### config.mk
export PLATFORM = sky130hd
export DESIGN_NAME = ctrl_uart_rx
export DESIGN_NICKNAME = d
export VERILOG_FILES = /design/src/rtl/ctrl_uart_rx.sv
export SDC_FILE = /design/constraint.sdc
export NUM_CORES = 1
export LEC_CHECK = 0
export ABC_AREA = 1
export CORE_MARGIN = 5
export CORE_UTILIZATION = 65
export DETAILED_ROUTE_END_ITERATION = 6
export GPL_TIMING_DRIVEN = 0
export PLACE_DENSITY = 0.9
export SYNTH_ARGS = -nofsm -noshare
export SYNTH_HDL_FRONTEND = slang
export SYNTH_SLANG_ARGS = --single-unit
### constraint.sdc
create_clock -name i_clk -period 4 [get_ports i_clk]
set_input_delay 0.6 -clock i_clk [delete_from_list [all_inputs] [get_ports i_clk]]
set_output_delay 0.6 -clock i_clk [all_outputs]
set_load 0.005 [all_outputs]
### src/rtl/ctrl_uart_rx.sv
// ctrl_uart_rx: 8N1 UART receiver feeding a small byte FIFO.
// The serial line is synchronised, edge-detected and sampled mid-bit by a
// five-state FSM. Good bytes are pushed into the FIFO one cycle after the
// stop-bit sample. Framing and overflow errors are reported as one-cycle
// pulses.
// Stream handshake: a byte transfers on a rising clock edge where
// o_rx_valid && i_rx_ready. While o_rx_valid is high and i_rx_ready is low,
// o_rx_data holds steady, and o_rx_valid only drops after a pop.
module ctrl_uart_rx #(
  parameter int CLK_DIV    = 104,
  parameter int FIFO_DEPTH = 4
) (
  input  logic       i_clk,
  input  logic       i_rst_n,
  input  logic       i_uart_rx,
  output logic [7:0] o_rx_data,
  output logic       o_rx_valid,
  input  logic       i_rx_ready,
  output logic       o_err_frame,
  output logic       o_err_overflow,
  output logic       o_busy
);

  localparam int CW = $clog2(CLK_DIV);
  localparam int AW = $clog2(FIFO_DEPTH);
  localparam logic [CW-1:0] FULL_LAST = CW'(CLK_DIV - 1);
  localparam logic [CW-1:0] HALF_LAST = CW'((CLK_DIV / 2) - 1);

  typedef enum logic [2:0] {
    S_IDLE  = 3'd0,
    S_START = 3'd1,
    S_DATA  = 3'd2,
    S_STOP  = 3'd3,
    S_BREAK = 3'd4
  } state_t;

  // Input conditioning
  logic r_sync1;
  logic r_sync2;
  logic r_hist;
  logic w_fall;

  // Receiver FSM
  state_t        r_state;
  logic [CW-1:0] r_cnt;
  logic [2:0]    r_bit_idx;
  logic [7:0]    r_shift;
  logic          r_push;
  logic [7:0]    r_push_data;
  logic          r_err_frame;
  logic          w_expire;

  // FIFO
  logic [7:0]  r_mem [FIFO_DEPTH];
  logic [AW:0] r_wr;
  logic [AW:0] r_rd;
  logic        r_ovf;
  logic        w_empty;
  logic        w_full;
  logic        w_pop;
  logic        w_push;

  // Two-flop synchroniser plus one history flop for falling-edge detection
  always_ff @(posedge i_clk or negedge i_rst_n) begin
    if (!i_rst_n) begin
      r_sync1 <= 1'b1;
      r_sync2 <= 1'b1;
      r_hist  <= 1'b1;
    end else begin
      r_sync1 <= i_uart_rx;
      r_sync2 <= r_sync1;
      r_hist  <= r_sync2;
    end
  end

  assign w_fall   = r_hist & ~r_sync2;
  // START waits half a bit so the later samples land mid-bit
  assign w_expire = (r_state == S_START) ? (r_cnt == HALF_LAST)
                                         : (r_cnt == FULL_LAST);

  // Frame FSM: baud counting, bit sampling, push and framing-error pulses
  always_ff @(posedge i_clk or negedge i_rst_n) begin
    if (!i_rst_n) begin
      r_state     <= S_IDLE;
      r_cnt       <= '0;
      r_bit_idx   <= 3'd0;
      r_shift     <= 8'h00;
      r_push      <= 1'b0;
      r_push_data <= 8'h00;
      r_err_frame <= 1'b0;
    end else begin
      r_push      <= 1'b0;
      r_err_frame <= 1'b0;
      case (r_state)
        S_IDLE: begin
          r_cnt <= '0;
          if (w_fall) begin
            r_state <= S_START;
          end
        end
        S_START: begin
          if (w_expire) begin
            r_cnt <= '0;
            if (!r_sync2) begin
              r_state   <= S_DATA;
              r_bit_idx <= 3'd0;
            end else begin
              // Line went back high before mid start bit: treat as a glitch
              r_state <= S_IDLE;
            end
          end else begin
            r_cnt <= r_cnt + 1'b1;
          end
        end
        S_DATA: begin
          if (w_expire) begin
            r_cnt              <= '0;
            r_shift[r_bit_idx] <= r_sync2;
            if (r_bit_idx == 3'd7) begin
              r_state <= S_STOP;
            end else begin
              r_bit_idx <= r_bit_idx + 3'd1;
            end
          end else begin
            r_cnt <= r_cnt + 1'b1;
          end
        end
        S_STOP: begin
          if (w_expire) begin
            r_cnt <= '0;
            if (r_sync2) begin
              r_push      <= 1'b1;
              r_push_data <= r_shift;
              r_state     <= S_IDLE;
            end else begin
              r_err_frame <= 1'b1;
              r_state     <= S_BREAK;
            end
          end else begin
            r_cnt <= r_cnt + 1'b1;
          end
        end
        S_BREAK: begin
          // A held-low line reports one framing error, then waits for idle
          r_cnt <= '0;
          if (r_sync2) begin
            r_state <= S_IDLE;
          end
        end
        default: begin
          r_cnt   <= '0;
          r_state <= S_IDLE;
        end
      endcase
    end
  end

  assign w_empty = (r_wr == r_rd);
  assign w_full  = (r_wr[AW] != r_rd[AW]) && (r_wr[AW-1:0] == r_rd[AW-1:0]);
  assign w_pop   = ~w_empty & i_rx_ready;
  // A pop in the same cycle frees the head slot, so a full FIFO still accepts
  assign w_push  = r_push & (~w_full | w_pop);

  // Byte FIFO storage, pointers and overflow pulse
  always_ff @(posedge i_clk or negedge i_rst_n) begin
    if (!i_rst_n) begin
      for (int i = 0; i < FIFO_DEPTH; i++) begin
        r_mem[i] <= 8'h00;
      end
      r_wr  <= '0;
      r_rd  <= '0;
      r_ovf <= 1'b0;
    end else begin
      if (w_push) begin
        r_mem[r_wr[AW-1:0]] <= r_push_data;
        r_wr                <= r_wr + 1'b1;
      end
      if (w_pop) begin
        r_rd <= r_rd + 1'b1;
      end
      r_ovf <= r_push & w_full & ~w_pop;
    end
  end

  assign o_rx_data      = r_mem[r_rd[AW-1:0]];
  assign o_rx_valid     = ~w_empty;
  assign o_err_frame    = r_err_frame;
  assign o_err_overflow = r_ovf;
  assign o_busy         = (r_state != S_IDLE);

endmodule
# == Word-level counts from Yosys, hierarchy flattened ==
# Cells that the tools add are included.
# totals
regBits,73
inputBits,4
output_inout_bits,12
word_cells,99
# classes
add_sub_neg,4
magnitude_cmp,5
eq_ne,18
mux,32
bitwise,12
reduce_logical,11
# op_table
cell,count
$mux 3,11
$bwmux 32,1
$mux 8,3
$bmux 8 s2,1
$demux 8 s2,1
$ne 2x2->1 const B,8
$pmux 3 s5,1
$mux 7,2
$add 3x1->3 const B,3
$bwmux 8,1
$mux 1,8
$add 7x1->7 const B,1
$eq 7x6->1 const B,1
$eq 7x7->1 const B,1
$eq 3x2->1 const B,2
$eq 3x3->1 const B,2
$ge 3x3->1 const B,2
$not 2->3,2
$pmux 3 s2,1
$reduce_and 6->1,1
$and 1x1->1,5
$reduce_and 5->1,1
$lt 3x4->1 const B,1
$not 1->1,4
other kinds (16),18

# == Longest topological paths before layout ==
# Gate-level depths: netlist (run 1).
# depth
word_depth,6
ltp_mapped,10
mapped_depth_nobuf,10

# == Least setup slack after synthesis (run 1) ==
# No wires, ideal clock.
# synth_timing
path_kind,reg2out
startpoint,register r_rd[0]
endpoint,output o_rx_data[0]
arrival_time_ps,1096
required_ps,3400
setup_slack_ps,2304
stages_incl_launch_ff,6
n_path_buf,2
path_cell_list,dfrtp_1 buf_6 inv_2 clkbuf_1 nor2_1 o22ai_1
# synth_via
elab_chain_len,4
# synth_lines
item,line_no,rtl
from (decl),56,logic [AW:0] r_rd;
from (signal assigned),179,r_rd <= r_rd + 1'b1;
$not 2->3 (implied by the code),185,assign o_rx_data = r_mem[r_rd[AW-1:0]];
$bmux 8 s2,185,
$mux 8 (implied by the code) (2 in series),185,
to (decl),16,"output logic [7:0] o_rx_data,"
# Every way passes these cells. The select of a mux whose other input is x is not followed.

# == Final worst setup path (run 1) ==
# Ends and elaborated chain as after synthesis.

==> results.yml, run 1 <==
grt:
  antenna_found_initial: 0
  grt_usage_pct: 24.0
  grt_pass1_vias: 2942
  grt_pass1_wl_um: 13700
  overflow: 0
  grt_max_degree: 74
cts:
  cts_made_buffers: 9
  worst_skew_pair.late_latency_ps: 340
  cts-root-buf: "clkbuf_8"
  cts_hold_buf: 0
  clkSinkCount: 73
  path_clk_slew_ps: 70
  cts_tree: "yes"
  ctsResizeCount: 0
  clockBufferDepth: 2
  post_cts_buffers: 0
  cts.htree.levels: 3
floorplan:
  pin_count: 16
  die_area_mm2: 0.00710
  start_util_pct: 65.9
  die_w_um: 84.3
  die_height_um: 84.3
  coreArea_mm2: 0.00544
  rows: 27
yosys:
  syn_inst: 434
  synth_nets: 446
  synth_warnings: 0
  synth.most_common_cell: "nand2_1"
  synth_top_cell_area_share_pct: 48.8
  ys.flop_type: "dfrtp_1"
  synthArstFlopShare_pct: 100
  synth_seq_cells: 73
  synth_area_leaders: "dfrtp_1 (49%), nand2_1 (16%), nand4_1 (7.0%), nor2_1 (4.4%), nand3_1 (3.1%)"
  synth-edff-count: 0
  syn-cell-area_mm2: 0.00359
  synth_commonest_cells: "nand2_1 (153), dfrtp_1 (70), nor2_1 (42)"
  ys_seq_area_share_pct: 51.0
  synth_cell_types: 28
  synth.avg_cell_area_um2: 8.26
  yosysTopAreaCell: "dfrtp_1"
sta:
  whs_ps: 357
  slew_viol_final: 0
  period_needed_ps: 2930
  setup_slack_ps: 1070
  finalSetupViolations: 0
  finalHoldViolations: 0
  worst_pin_slew_ps: 890
  min_period_over_period_pct: 73.3
  rsz0062_at_grt: "false"
  skew_ps: 8.31
  timing.fmax_mhz: 341
  relSlewSlack_pct: 40.7
layout:
  layout.area.seq_mm2: 0.00183
  area_growth_pct: 11.3
  antenna_cells: 0
  n_fill_cell: 392
  drive_gt1_share_pct: 9.29
  fin_nets: 472
  multi_input_area_mm2: 0.00153
  fin_cells: 535
critical_path:
  r2r_cells: 6
  r2r_slack_ps: 2270
  endpoint: "o_rx_data[0]"
  crit_chain: "buf_6 -> inv_2 -> clkbuf_1 -> nor2_1 -> o22ai_1 -> clkdlybuf4s50_1"
  worst-path-stages: 6
  crit_required_ps: 3400
  worstReg2RegEnd: "r_mem[27]"
  end_kind: "output port"
  slowest_delay_ps: 540
  startpoint: "r_rd[0]"
  path_buf_inv: 4
  regToRegStartpoint: "r_wr[0]"
  cp-start-kind: "register"
  critPathKind: "reg -> out"
  path_delay_family: "buffers and inverters"
  worstPathArrival_ps: 2330
  crit_slowest_cell: "clkdlybuf4s50_1"
  cp_max_fo: 10
routing:
  drcViolationCount: 0
  dr.pass1.iters: 6
  drtIter0Drc: 340
  routed_wl_um: 7690
  ant_nets: 0
  wl_per_cell_um: 14.4
  vias: 3047
  vias_per_cell: 5.70
power:
  clkPwrFrac_pct: 33.7
  p_total_mw: 1.52
  p_comb_share_pct: 14.0
  seqPwrFrac_pct: 52.4
  p_switching_mw: 0.430
  ir_worst_vdd_mv: 0.380
  p_leak_nw: 2.11
  cellPowerDensity_mw_per_mm2: 380
  switching_share_pct: 28.4
  intPower_mw: 1.09
placement:
  dp.cells: 521
  place.gp.congestion: 0.912
  place_hpwl_um: 5190
  dp_slack_ps: 1480
  numPortBuffers: 15
run:
  maxCapViolCount: 0
hold_path:
  worstHoldPathType: "reg -> reg"
run_status:
  status: "completed"
==> worst min path at each step <==
| stage | end | slack, ps | depth (start not counted) | startpoint |
|---|---|---|---|---|
| final | r_sync2 | 360 | 0 | r_sync1 |
| after global routing | r_sync2 | 360 | 0 | r_sync1 |
| after CTS | r_sync2 | 360 | 0 | r_sync1 |
| after detailed placement | r_sync2 | 350 | 0 | r_sync1 |
| after global placement | r_sync2 | 350 | 0 | r_sync1 |
| after floorplan | o_err_frame | 300 | 0 | i_rst_n |
==> flip-flops by register name, indices dropped and copies added (netlist names) <==
name and cells:
o_err_overflow 1, r_wr 3, r_push 1, r_shift 8, r_bit_idx 3, o_err_frame 1
r_cnt 7, r_hist 1, r_sync1 1, r_rd 3, r_mem 32, r_state 3
r_sync2 1, r_push_data 8
==> cell usage in the layout (no fill, tap or decap), types with 5 or more instances in the layout <==
master and instances:
o21ai_0 19, inv_2 5, ha_1 8, clkdlybuf4s50_1 14, clkbuf_1 6, nor2_1 42, nand3_1 22, nand2_1 153
clkbuf_8 11, nand4_1 40, o22ai_1 8, buf_1 5, dfrtp_1 70, inv_1 19, buf_6 6
==> per-stage QoR <==
stage          utilization [%]  area (µm²)  setup TNS [ps]
2_1_floorplan                -        3590               0
3_3_place_gp              70.3        3830           -3960
3_5_place_dp              70.3        3820               0
4_1_cts                   73.4        3990               0
5_1_grt                   73.4        3990               0
6_report                  73.4        3990               0
==> layer usage <==
layer	share of wire [%]	global-route usage (%)
met2	49	39.1
met3	7.7	4.02
met4	2.2	12.0
met1	41	31.0
met5	0	0
==> power by group through the flow <==
stage	sequential [mW]	combinational, mW	clock [mW]
after floorplan	0.801	0.144	0
after global placement	0.806	0.195	0
after detailed placement	0.807	0.208	0
after CTS	0.793	0.212	0.519
after global routing	0.798	0.244	0.557
final	0.794	0.212	0.510
==> layout make-up <==
cell class | instances | area share, %
timing repair buffer | 15 | 3.70
clock buffer | 11 | 3.79
multi-input combinational | 316 | 38.4
clock inverter | 3 | 0.439
sequential | 73 | 45.8
tap | 72 | 2.26
inverter | 25 | 2.41
buffer | 20 | 3.17
==> logic make-up (layout without fill, tap and decap cells) <==
kind of cell	after synthesis	in the layout	share of synthesized area, %
DFF	73	73	51.0
AOI/OAI and AO/OA	29	29	4.33
and+or+nand+nor	272	272	33.9
xor gates and xnor gates	7	7	1.71
adders and majority gates	8	8	2.79
buffers and inverters	45	74	6.21
==> worst reg2reg max path: stages, from the launching register on <==
cell and delay, ps:
dfrtp_1 420, inv_1 140, ha_1 200, buf_1 320, nand3_1 320, nand2_1 150
nand2_1 70
(Power assumes the default switching activity.)
==> run 2, diff against run 1 <==
--- a/config.mk
+++ b/config.mk
@@ -7,10 +7,10 @@
 export LEC_CHECK = 0
 export ABC_AREA = 1
 export CORE_MARGIN = 5
-export CORE_UTILIZATION = 65
+export CORE_UTILIZATION = 60
 export DETAILED_ROUTE_END_ITERATION = 6
 export GPL_TIMING_DRIVEN = 0
-export PLACE_DENSITY = 0.9
+export PLACE_DENSITY = 0.84
 export SYNTH_ARGS = -nofsm -noshare
 export SYNTH_HDL_FRONTEND = slang
 export SYNTH_SLANG_ARGS = --single-unit
==> constraint.sdc (replaced) <==
create_clock -name i_clk -period 2.9 [get_ports i_clk]
set_input_delay 0.435 -clock i_clk [delete_from_list [all_inputs] [get_ports i_clk]]
set_output_delay 0.435 -clock i_clk [all_outputs]
set_load 0.005 [all_outputs]
==> run 2 against run 1 <==
Die area grew 7.3%. Flip-flop and latch count is the same. First-iteration DRC count shrank 19%. Sequential share of layout area shrank 0.34 points. Design area grew 0.75%. Non-clock buffer count is the same. Utilization shrank 4.7 points. Clock skew grew 2.1 ps. Highest routed layer unchanged. Sequential power grew 39%. Largest cell class unchanged.
==> results.yml, run 2 (synthesis gave the netlist of run 1 again) <==
sta:
  skew_ps: 10.4
  finalSetupViolations: 0
  min_period_over_period_pct: 93.5
  slew_viol_final: 0
  worst_pin_slew_ps: 887
  period_needed_ps: 2710
  rsz0062_at_grt: "false"
  timing.fmax_mhz: 369
  finalHoldViolations: 0
  relSlewSlack_pct: 40.9
critical_path:
  crit_required_ps: 2470
  cp_max_fo: 10
  end_kind: "output port"
  worstPathArrival_ps: 2280
  cp-start-kind: "register"
  critPathKind: "reg -> out"
routing:
  dr.pass1.iters: 4
  wl_per_cell_um: 14.1
  drtIter0Drc: 276
  routed_wl_um: 7590
  vias_per_cell: 5.62
  drcViolationCount: 0
  ant_nets: 0
  vias: 3033
grt:
  grt_util_met1_pct: 27.8
  grt_pass1_vias: 3052
  antenna_found_initial: 0
  globalRouteMet2Util_pct: 37.3
  use_met3_pct: 4.54
  grt_max_degree: 74
  grt_pass1_wl_um: 13500
  top_usage_layer: "met2"
  overflow: 0
  grt_usage_pct: 22.6
power:
  p_leak_nw: 2.13
  cellPowerDensity_mw_per_mm2: 540
  p_total_mw: 2.17
  ir_worst_vdd_mv: 0.402
floorplan:
  rows: 28
  coreArea_mm2: 0.00585
  start_util_pct: 61.3
  die_height_um: 87.3
  die_area_mm2: 0.00762
  die_w_um: 87.3
  pin_count: 16
placement:
  numPortBuffers: 15
  dp.cells: 524
  place_hpwl_um: 5110
  place.gp.congestion: 0.904
layout:
  antenna_cells: 0
  fin_cells: 540
  regMostFlops: "r_mem"
  largestRegisters: "r_mem: 32 flops, r_push_data: 8 flops, r_shift: 8 flops"
  area_growth_pct: 12.2
  layout_commonest_cell: "nand2_1"
  largest_register_ffs: 32
  drive_gt1_share_pct: 9.68
  final_cell_mix: "nand2_1 (153), dfrtp_1 (70), nor2_1 (42), nand4_1 (40), nand3_1 (22)"
  fin_nets: 472
run_status:
  status: "completed"
cts:
  ctsResizeCount: 0
  clockBufferDepth: 2
  cts_tree: "yes"
  clkSinkCount: 73
  cts-root-buf: "clkbuf_8"
  post_cts_buffers: 0
  worst_skew_pair.late_latency_ps: 350
  path_clk_slew_ps: 80
  cts.htree.levels: 3
  cts_made_buffers: 9
  cts_hold_buf: 0
run:
  maxCapViolCount: 0
hold_path:
  worstHoldPathType: "in -> async"
## run 2: changes by cell type in the layout (fill, tap and decap cells not counted), sizes merged
| cell | change |
|---|---|
| clkinv | +2 |
| bufinv | +1 |
| clkbuf | -1 |
## run 2: critical path: stages, from the launching register on
cell	delay [ps]
dfrtp_1	400
buf_6	150
inv_2	140
clkbuf_1	410
nor2_1	90
o22ai_1	220
clkdlybuf4s50_1	530
## run 2: layout make-up
class                           count  area [µm²]
Sequential cell                    73        1830
Clock inverter                      6        57.6
Buffer                             20         126
Timing Repair Buffer               15         148
Tap cell                           75        93.8
Fill cell                         450        1830
Inverter                           25        96.3
Clock buffer                       10         138
Multi-Input combinational cell    316        1530
## run 2: worst paths after layout
| kind | cells past startpoint | slack [ps] | from | endpoint |
|---|---|---|---|---|
| min | 1 | 190 | i_rst_n | r_mem[15] |
| min in group i_clk | 0 | 360 | r_sync1 | r_sync2 |
| max reg2reg | 6 | 1200 | r_wr[0] | r_mem[9] |
| max in group asynchronous | 1 | 2120 | i_rst_n | r_push_data[5] |
| min reg2reg | 0 | 360 | r_sync1 | r_sync2 |
| max | 6 | 190 | r_rd[0] | o_rx_data[1] |
## run 2: per-layer routing
layer,wire [µm],part of all wire (%),up-vias
met5,0,0,-
met4,195,2.6,0
met3,490,6.5,25
met2,3760,50,114
met1,3150,41,1410
li1,-,-,1484
## run 2: metrics by stage
stage | utilization [%] | worst slack, ps | cell area [µm²] | hold WS (ps) | TNS [ps]
global placement | 65.5 | -1030 | 3830 | 348 | -72760
global route | 68.8 | 52.6 | 4020 | 277 | 0
floorplan | - | 1370 | 3590 | 139 | 0
finish | 68.8 | 188 | 4020 | 194 | 0
CTS | 68.8 | 166 | 4020 | 247 | 0
detailed placement | 65.4 | 562 | 3830 | 350 | 0
## run 2: power by group
| group | internal, mW | leakage (nW) | switching [mW] |
|---|---|---|---|
| sequential | 1.05 | 1.00 | 0.0449 |
| combinational | 0.0996 | 1.02 | 0.183 |
| clock | 0.415 | 0.102 | 0.377 |
